### config.mk
export PLATFORM = sky130hd
export DESIGN_NAME = ex_muldiv_unit
export DESIGN_NICKNAME = d
export VERILOG_FILES = /design/src/rtl/ex_muldiv_unit.sv
export SDC_FILE = /design/constraint.sdc
export NUM_CORES = 1
export LEC_CHECK = 0
export CORE_UTILIZATION = 35
export DETAILED_ROUTE_END_ITERATION = 8
export MAX_ROUTING_LAYER = met4
export SLEW_MARGIN = 5
export SYNTH_ARGS = -nofsm -noshare
export SYNTH_HDL_FRONTEND = slang
export SYNTH_SLANG_ARGS = --single-unit
### constraint.sdc
create_clock -name clk -period 9.65 [get_ports clk]
set_input_delay 1.93 -clock clk [delete_from_list [all_inputs] [get_ports clk]]
set_output_delay 1.93 -clock clk [all_outputs]
set_load 0.005 [all_outputs]
### src/rtl/ex_muldiv_unit.sv
// Iterative RV32M multiply/divide unit: one shift-add or restoring shift-subtract step per cycle.
// State advances on the falling clock edge, matching the surrounding pipeline registers.
module ex_muldiv_unit #(
  parameter int unsigned WIDTH = 32
) (
  input  logic             clk,
  input  logic             reset,
  input  logic             clear,
  input  logic             StartE,
  input  logic [2:0]       MulDivOpE,
  input  logic [WIDTH-1:0] SrcAE,
  input  logic [WIDTH-1:0] SrcBE,
  output logic             BusyE,
  output logic             DoneE,
  output logic [WIDTH-1:0] ResultE
);
  localparam int unsigned CntW = $clog2(WIDTH);

  typedef enum logic [1:0] {StIdle, StRun, StDone} stateT;

  stateT              stateQ, stateD;
  logic [CntW-1:0]    cntQ, cntD;
  logic [2*WIDTH-1:0] accQ, accD;
  logic [WIDTH-1:0]   opndQ, opndD;
  logic [2:0]         opQ, opD;
  logic               negResQ, negResD;
  logic               negRemQ, negRemD;
  logic [WIDTH-1:0]   resultQ, resultD;

  logic             aSigned, bSigned, signA, signB, isDiv, divZero, divOvf;
  logic [WIDTH-1:0] magA, magB, specialRes;

  // Issue-time decode: operand magnitudes, sign flags and divide corner cases.
  always_comb begin
    isDiv   = MulDivOpE[2];
    aSigned = MulDivOpE inside {3'b000, 3'b001, 3'b010, 3'b100, 3'b110};
    bSigned = MulDivOpE inside {3'b000, 3'b001, 3'b100, 3'b110};
    signA   = aSigned & SrcAE[WIDTH-1];
    signB   = bSigned & SrcBE[WIDTH-1];
    magA    = signA ? -SrcAE : SrcAE;
    magB    = signB ? -SrcBE : SrcBE;
    divZero = isDiv & (SrcBE == '0);
    divOvf  = isDiv & ~MulDivOpE[0] & (SrcAE == {1'b1, {(WIDTH-1){1'b0}}}) & (SrcBE == '1);
    if (divZero) begin
      specialRes = MulDivOpE[1] ? SrcAE : '1;
    end else begin
      specialRes = MulDivOpE[1] ? '0 : SrcAE;
    end
  end

  logic [WIDTH:0]     mulSum, remSh, remDiff;
  logic [2*WIDTH-1:0] accStep, prodSigned;
  logic [WIDTH-1:0]   quot, rem, finalRes;

  // One iteration; the final result is taken from the post-step accumulator.
  always_comb begin
    mulSum  = {1'b0, accQ[2*WIDTH-1:WIDTH]} + (accQ[0] ? {1'b0, opndQ} : '0);
    remSh   = accQ[2*WIDTH-1:WIDTH-1];
    remDiff = remSh - {1'b0, opndQ};
    if (!opQ[2]) begin
      accStep = {mulSum, accQ[WIDTH-1:1]};
    end else if (!remDiff[WIDTH]) begin
      accStep = {remDiff[WIDTH-1:0], accQ[WIDTH-2:0], 1'b1};
    end else begin
      accStep = {remSh[WIDTH-1:0], accQ[WIDTH-2:0], 1'b0};
    end
    prodSigned = negResQ ? -accStep : accStep;
    quot       = negResQ ? -accStep[WIDTH-1:0] : accStep[WIDTH-1:0];
    rem        = negRemQ ? -accStep[2*WIDTH-1:WIDTH] : accStep[2*WIDTH-1:WIDTH];
    if (!opQ[2]) begin
      finalRes = (opQ[1:0] == 2'b00) ? prodSigned[WIDTH-1:0] : prodSigned[2*WIDTH-1:WIDTH];
    end else begin
      finalRes = opQ[1] ? rem : quot;
    end
  end

  always_comb begin
    stateD  = stateQ;
    cntD    = cntQ;
    accD    = accQ;
    opndD   = opndQ;
    opD     = opQ;
    negResD = negResQ;
    negRemD = negRemQ;
    resultD = resultQ;
    case (stateQ)
      StIdle: begin
        if (StartE && !clear) begin
          opD     = MulDivOpE;
          negResD = signA ^ signB;
          negRemD = signA;
          opndD   = isDiv ? magB : magA;
          accD    = {{WIDTH{1'b0}}, (isDiv ? magA : magB)};
          if (divZero || divOvf) begin
            resultD = specialRes;
            stateD  = StDone;
          end else begin
            cntD   = CntW'(WIDTH - 1);
            stateD = StRun;
          end
        end
      end
      StRun: begin
        if (clear) begin
          stateD = StIdle;
        end else begin
          accD = accStep;
          if (cntQ == '0) begin
            resultD = finalRes;
            stateD  = StDone;
          end else begin
            cntD = cntQ - 1'b1;
          end
        end
      end
      StDone: stateD = StIdle;
      default: stateD = StIdle;
    endcase
  end

  always_ff @(negedge clk or negedge reset) begin
    if (!reset) begin
      stateQ  <= StIdle;
      cntQ    <= '0;
      accQ    <= '0;
      opndQ   <= '0;
      opQ     <= '0;
      negResQ <= 1'b0;
      negRemQ <= 1'b0;
      resultQ <= '0;
    end else begin
      stateQ  <= stateD;
      cntQ    <= cntD;
      accQ    <= accD;
      opndQ   <= opndD;
      opQ     <= opD;
      negResQ <= negResD;
      negRemQ <= negRemD;
      resultQ <= resultD;
    end
  end

  assign BusyE   = (stateQ == StRun) | ((stateQ == StIdle) & StartE & ~clear);
  assign DoneE   = (stateQ == StDone) & ~clear;
  assign ResultE = resultQ;

endmodule

==> results of run 1 <==
[through the flow]
stage / setup TNS [ps] / util / setup slack (ps) / instance area (um2) / hold WS, ps
6_report: 0 / 0.429 / 64.0 / 20000 / 439
5_1_grt: 0 / 0.429 / 15.5 / 20000 / 452
4_1_cts: 0 / 0.426 / 9.12 / 19900 / 439
3_5_place_dp: -31570 / 0.410 / -982 / 19100 / 439
3_3_place_gp: -28340 / 0.410 / -943 / 19100 / 424
2_1_floorplan: 0 / - / 3.98 / 16600 / 397
[layout by cell type, fill, tap and decap left out, drive strengths merged, types with 9 or more instances in the layout]
master | netlist | layout
and3 | 16 | 16
nor2 | 213 | 213
dfrtn | 140 | 140
xor2 | 80 | 80
buf | 48 | 200
a211oi | 27 | 27
a31oi | 24 | 24
nor4 | 21 | 21
a21o | 22 | 22
inv | 75 | 85
o21bai | 13 | 13
or4 | 17 | 17
o21ai | 199 | 199
xnor2 | 97 | 97
o41ai | 15 | 15
a21oi | 238 | 238
o211ai | 26 | 26
mux2 | 18 | 18
nand2 | 254 | 254
a221oi | 15 | 15
o2111ai | 9 | 9
o311ai | 11 | 11
clkbuf | 93 | 17
a22o | 13 | 13
nor3 | 59 | 59
or3 | 19 | 19
o221ai | 13 | 13
mux2i | 55 | 55
nand3 | 46 | 46
clkdlybuf4s50 | 0 | 100
or2 | 10 | 10
ha | 71 | 71
nand4 | 30 | 30
nand2b | 17 | 17
o31ai | 38 | 38
and2 | 45 | 45
o21a | 19 | 19
a31o | 9 | 9
o22ai | 13 | 13
[flip-flops by register name (all words and copies together) (netlist names)]
name / flops
negRemQ: 1
opQ: 3
ResultE: 32
accQ: 64
negResQ: 1
stateQ: 2
opndQ: 32
cntQ: 5
[layer usage]
| layer | up-vias | wire (um) | GRT usage |
|---|---|---|---|
| met5 | - | 0 | - |
| li1 | 8548 | - | - |
| met4 | 0 | 2770 | 0.118 |
| met3 | 157 | 5660 | 0.0486 |
| met1 | 8883 | 30700 | 0.393 |
| met2 | 796 | 32800 | 0.476 |
[cell type report]
| type | count | area, um2 | share of cell area |
|---|---|---|---|
| Timing Repair Buffer | 302 | 2570 | 0.129 |
| Multi-Input combinational cell | 1872 | 12300 | 0.613 |
| Inverter | 76 | 288 | 0.0144 |
| Clock buffer | 17 | 425 | 0.0213 |
| Antenna cell | 1 | 2.50 | 0.000125 |
| Clock inverter | 15 | 189 | 0.00944 |
| Tap cell | 607 | 759 | 0.0380 |
| Sequential cell | 140 | 3500 | 0.175 |
[logic make-up (layout without fill, tap and decap cells)]
family | after synthesis | count (layout) | share of synthesized area
DFF | 140 | 140 | 0.211
buffers and inverters | 217 | 410 | 0.0551
xor gates and xnor gates | 177 | 177 | 0.0936
adders and majority gates | 74 | 74 | 0.0566
other | 0 | 1 | 0
and+or+nand+nor | 780 | 780 | 0.228
AOI/OAI and AO/OA | 768 | 768 | 0.309
muxes | 73 | 73 | 0.0459
[power by group through the flow]
| stage | clock network, mW | logic [mW] | registers (mW) |
|---|---|---|---|
| after floorplan | 0 | 3.06 | 0.895 |
| final | 0.708 | 4.45 | 1.01 |
| after global placement | 0 | 4.27 | 1.01 |
| after detailed placement | 0 | 4.30 | 1.01 |
| after CTS | 0.713 | 4.33 | 1.00 |
| after global routing | 0.734 | 4.75 | 1.03 |
[worst reg2reg max path, stage by stage, from the launching register on]
cell and delay, ps:
dfrtn_1 600, inv_1 90, ha_1 430, a21oi_4 220, o21a_2 210, o211ai_4 100
a221oi_4 610, nand3_2 610, nand2_4 440, nor2_1 210, a21oi_1 370, ha_1 310
nand3_1 170, or3_1 400, or2_1 290, or4_1 860, nor4_1 500, mux2i_1 370
a21oi_1 110, a221o_1 270
[worst paths after layout]
check / depth (start not counted) / slack, ps / startpoint / to
setup / recovery: 4 / 60 / stateQ[1] / BusyE
hold / removal: 2 / 440 / ResultE[4] / ResultE[4]
setup reg to reg: 19 / 2330 / opndQ[17] / ResultE[28]
hold reg to reg: 2 / 440 / ResultE[4] / ResultE[4]
max in group asynchronous: 2 / 2670 / reset / accQ[43]
min in group asynchronous: 1 / 6150 / reset / ResultE[30]
[repair_timing]
action | CTS | global route
resized for setup | 18 | 24
setup buffers | 14 | 7
endpoints found under the setup margin | 36 | 33
pin swaps | 10 | 12
==> impl_metrics.ini, run 1 <==
[drt]
wire_per_inst_um = 23.8
routed_wirelength_um = 72000
initialDrtViolationCount = 2143
dr.pass1.iters = 6
drc = 0
via_per_inst = 6.07
num_vias = 18400
ant_nets = 0

[clock_tree]
cts_made_buffers = 17
cts.path.max_buffers = 2
cts_max_level = 4
cts_tree = yes
cts_sinks = 140
clk_latency_ps = 430
hold_buffers = 0
cts-root-buf = clkbuf_16
clk_pin_slew_worst_paths_ps = 60

[synthesis]
synth_most_common_cell = nand2_1
ys_ff_latch = 140
syn_avg_cell_area_um2 = 7.43
syn_inst = 2229
synth_top_area_share = 0.211
yosysTopAreaCell = dfrtn_1
netlist_area_um2 = 16600
ys.flop_type = dfrtn_1
ys_warn_count = 0
synth_nets = 2373
synth-async-reset-ratio = 1.00
synth_cell_types = 115
yosysSeqAreaShare = 0.211
synth_commonest_cells = nand2_1 (252), a21oi_1 (230), nor2_1 (212), o21ai_0 (188), dfrtn_1 (140)
synth.area.top_cells = dfrtn_1 (21%), a21oi_1 (6.9%), nand2_1 (5.7%)
synth_edf_count = 0

[worst_setup_path]
worstPathArrival_ps = 7660
cp_cell_sequence = or4b_2 > buf_4 > nand2_1 > clkdlybuf4s50_1
path_class = flip-flop to output pin
path_max_fanout = 70
cpPeakStageDelay_ps = 810
path_buf_inv = 2
cpMaxStageDelayCell = or4b_2
crit_family = simple AND/OR/NAND/NOR gates
startpoint_type = flip-flop
critPathCaptureType = output pin
cp.required_ps = 7720

[pwr]
power_density_nw_per_um2 = 308
clockPowerShare = 0.115
sw_frac_of_total = 0.573
seq_power_share = 0.163
p_leak_nw = 8.14
peakVddDrop_mv = 0.167
switching_power_mw = 3.53
p_comb_frac = 0.722
internal_power_mw = 2.63
fin_total_pwr_mw = 6.16

[cells_and_area]
synthToLayoutAreaGrowth_pct = 20.8
fillers = 4829
final_nets = 2553
drive_above_1_share = 0.147
final_cells = 3030

[timing]
rsz0062_at_grt = no
finalMaxSlewViolations = 0
tightest_slew_ps = 1250
finalHoldViolations = 0
setup_violations = 0
fin_skew_ps = 10.1
slew-limit-headroom = 0.167

[die]
rows = 79
die_w_um = 220
die_area_um2 = 48200
die-height_um = 220
core_area_um2 = 46700
ios = 105
start_util = 0.355

[grt]
grt_max_degree = 114
first_global_vias = 17100
grt.overflow.total = 0
grt_pass1_wl_um = 107000
grt_usage = 0.305
grt_antenna_before_repair = 2

[place]
routabilityCongestion = 1.03
dpl.hpwl_um = 56400
post-place-cells = 2977
io_buffers = 104

[run_status]
status = finished clean

[job]
maxCapViolCount = 0

[hold_path]
hold_path.class = flip-flop to flip-flop
Power figures use the tool's default switching activity.
==> run 2: changes to the inputs <==
Settings changed: CORE_UTILIZATION 35 to 30.
==> run 2 against run 1 <==
  * Sequential cell count is the same
  * Clock power is essentially flat
  * Power shrank 0.16%
  * Sequential power is essentially flat
  * Via count grew 0.54%
  * Register-to-register slack lost 30 ps
  * Final cell count grew 2.8%
  * Die area grew 17%
  * Largest power group unchanged
==> impl_metrics.ini, run 2 (synthesized netlist as in run 1, its figures left out) <==
[run_status]
status = finished clean

[pwr]
switching_power_mw = 3.48
seq_power_share = 0.164
power_density_nw_per_um2 = 307
peakVddDrop_mv = 0.118
p_leak_nw = 8.12
clockPowerShare = 0.115
sw_frac_of_total = 0.566
internal_power_mw = 2.67
p_comb_frac = 0.721

[grt]
first_global_vias = 17400
grt_usage = 0.259
grt.overflow.total = 0
grt_pass1_wl_um = 107000
grt_antenna_before_repair = 1
grt_max_degree = 131

[worst_setup_path]
cpPeakStageDelay_ps = 450
cp_cell_sequence = clkdlybuf4s50_1 > or3b_4 > or4_4 > nor3_2 > buf_4 > nand3_4 > nor2_4 > o21bai_1 > nand2_1 > nand2_2 > inv_4 > mux2i_1 > and2_1 > nand2_1 > o31ai_2 > o22ai_1
startpoint_type = input port
path_class = input port to flip-flop
cpMaxStageDelayCell = clkdlybuf4s50_1
cpMostUsedCell = nand2_1
cp.required_ps = 5090
critPathCaptureType = flip-flop
worstPathArrival_ps = 4990
path_max_fanout = 4

[place]
routabilityCongestion = 1.09
post-place-cells = 3072
dpl.hpwl_um = 56200
io_buffers = 104

[drt]
wire_per_inst_um = 22.8
ant_nets = 0
num_vias = 18500
via_per_inst = 5.93
initialDrtViolationCount = 2164
routed_wirelength_um = 71200
dr.pass1.iters = 5
drc = 0

[timing]
tightest_slew_ps = 1290
finalMaxSlewViolations = 0
fin_skew_ps = 10.5
whs_ps = 421
rsz0062_at_grt = no
finalHoldViolations = 0
slew-limit-headroom = 0.136
setup_violations = 0

[cells_and_area]
synthToLayoutAreaGrowth_pct = 21.1
regMostFlops = accQ
post-route-util = 0.370
largest_reg_flops = 64
drive_above_1_share = 0.143
final_cells = 3116
final_nets = 2551
final_cell_mix = nand2_1 (249), a21oi_1 (230), nor2_1 (208)
num_antenna_cells = 0
final_common_cell = nand2_1

[die]
die_area_um2 = 56200
core_area_um2 = 54200
start_util = 0.305
die-height_um = 237
rows = 85
ios = 105
die_w_um = 237

[clock_tree]
cts_max_level = 4
clk_pin_slew_worst_paths_ps = 50
cts_made_buffers = 17
cts_sinks = 140
cts-root-buf = clkbuf_16
cts_tree = yes
clk_latency_ps = 430
cts.path.max_buffers = 2

[job]
maxCapViolCount = 0

[hold_path]
hold_path.class = flip-flop to flip-flop
==> run 2: cell types whose count changed in the layout (fill, tap and decap cells not counted), moves of 2 or more <==
cell	previous run	this run
inv_8	5	3
buf_6	4	2
clkinv_4	0	4
clkinv_8	5	0
clkdlybuf4s50_1	100	98
bufinv_16	0	2
clkinvlp_4	0	2
o21ai_1	12	8
o21ai_0	183	187
==> run 2: layout make-up <==
type	count	area, um2
clock buffer	17	425
clock inverter	15	179
fill	5712	34200
inverter	76	288
multi-input combinational	1872	12200
sequential	140	3500
tap	696	871
timing repair buffer	300	2550
==> run 2: repair_timing <==
item	CTS	global route
setup buffers	10	2
setup endpoints to repair	31	4
hold buffers	0	0
pin swaps	7	9
gates resized for setup	20	7
==> run 2: worst max-delay path: cells and delay by family <==
family / cells / cell delay [ps]
compound gates: 3 / 410
buf+inv: 3 / 700
mux: 1 / 200
simple gates: 9 / 1740
==> run 2: worst paths after layout <==
check | start | end | slack (ps) | cells past startpoint
max in group asynchronous | reset | opndQ[14] | 2580 | 2
min in group asynchronous | reset | opndQ[30] | 6180 | 1
max | SrcBE[2] | ResultE[31] | 110 | 16
min | cntQ[0] | cntQ[0] | 420 | 1
max reg2reg | opndQ[17] | ResultE[28] | 2300 | 19
min reg2reg | cntQ[0] | cntQ[0] | 420 | 1
==> run 2: metrics by stage <==
stage	TNS, ps	power, mW	instance area, um2	setup WS [ps]
2_1_floorplan	0	3.96	16600	3.98
3_3_place_gp	-25790	5.25	19300	-858
3_5_place_dp	-27460	5.29	19300	-842
4_1_cts	0	6.03	20000	185
5_1_grt	0	6.52	20100	19.3
6_report	0	6.15	20100	105
==> run 2: per-layer routing <==
| metal | track usage | vias to the layer above | part of all wire |
|---|---|---|---|
| li1 | - | 8543 | - |
| met1 | 0.336 | 8913 | 0.43 |
| met2 | 0.399 | 861 | 0.45 |
| met3 | 0.0409 | 167 | 0.078 |
| met4 | 0.108 | 0 | 0.044 |
| met5 | - | - | 0 |
==> run 2: power groups by stage <==
stage / logic, mW / registers [mW] / clock network (mW)
6_report: 4.44 / 1.01 / 0.711
5_1_grt: 4.76 / 1.02 / 0.740
4_1_cts: 4.32 / 0.997 / 0.716
3_5_place_dp: 4.29 / 1.01 / 0
3_3_place_gp: 4.25 / 1.00 / 0
2_1_floorplan: 3.06 / 0.895 / 0
==> run 3: changes to the inputs <==
Settings changed: GPL_ROUTABILITY_DRIVEN set to 1.
==> results of run 3 <==
No change in the layout: final DEF, timing and power equal those of run 2.
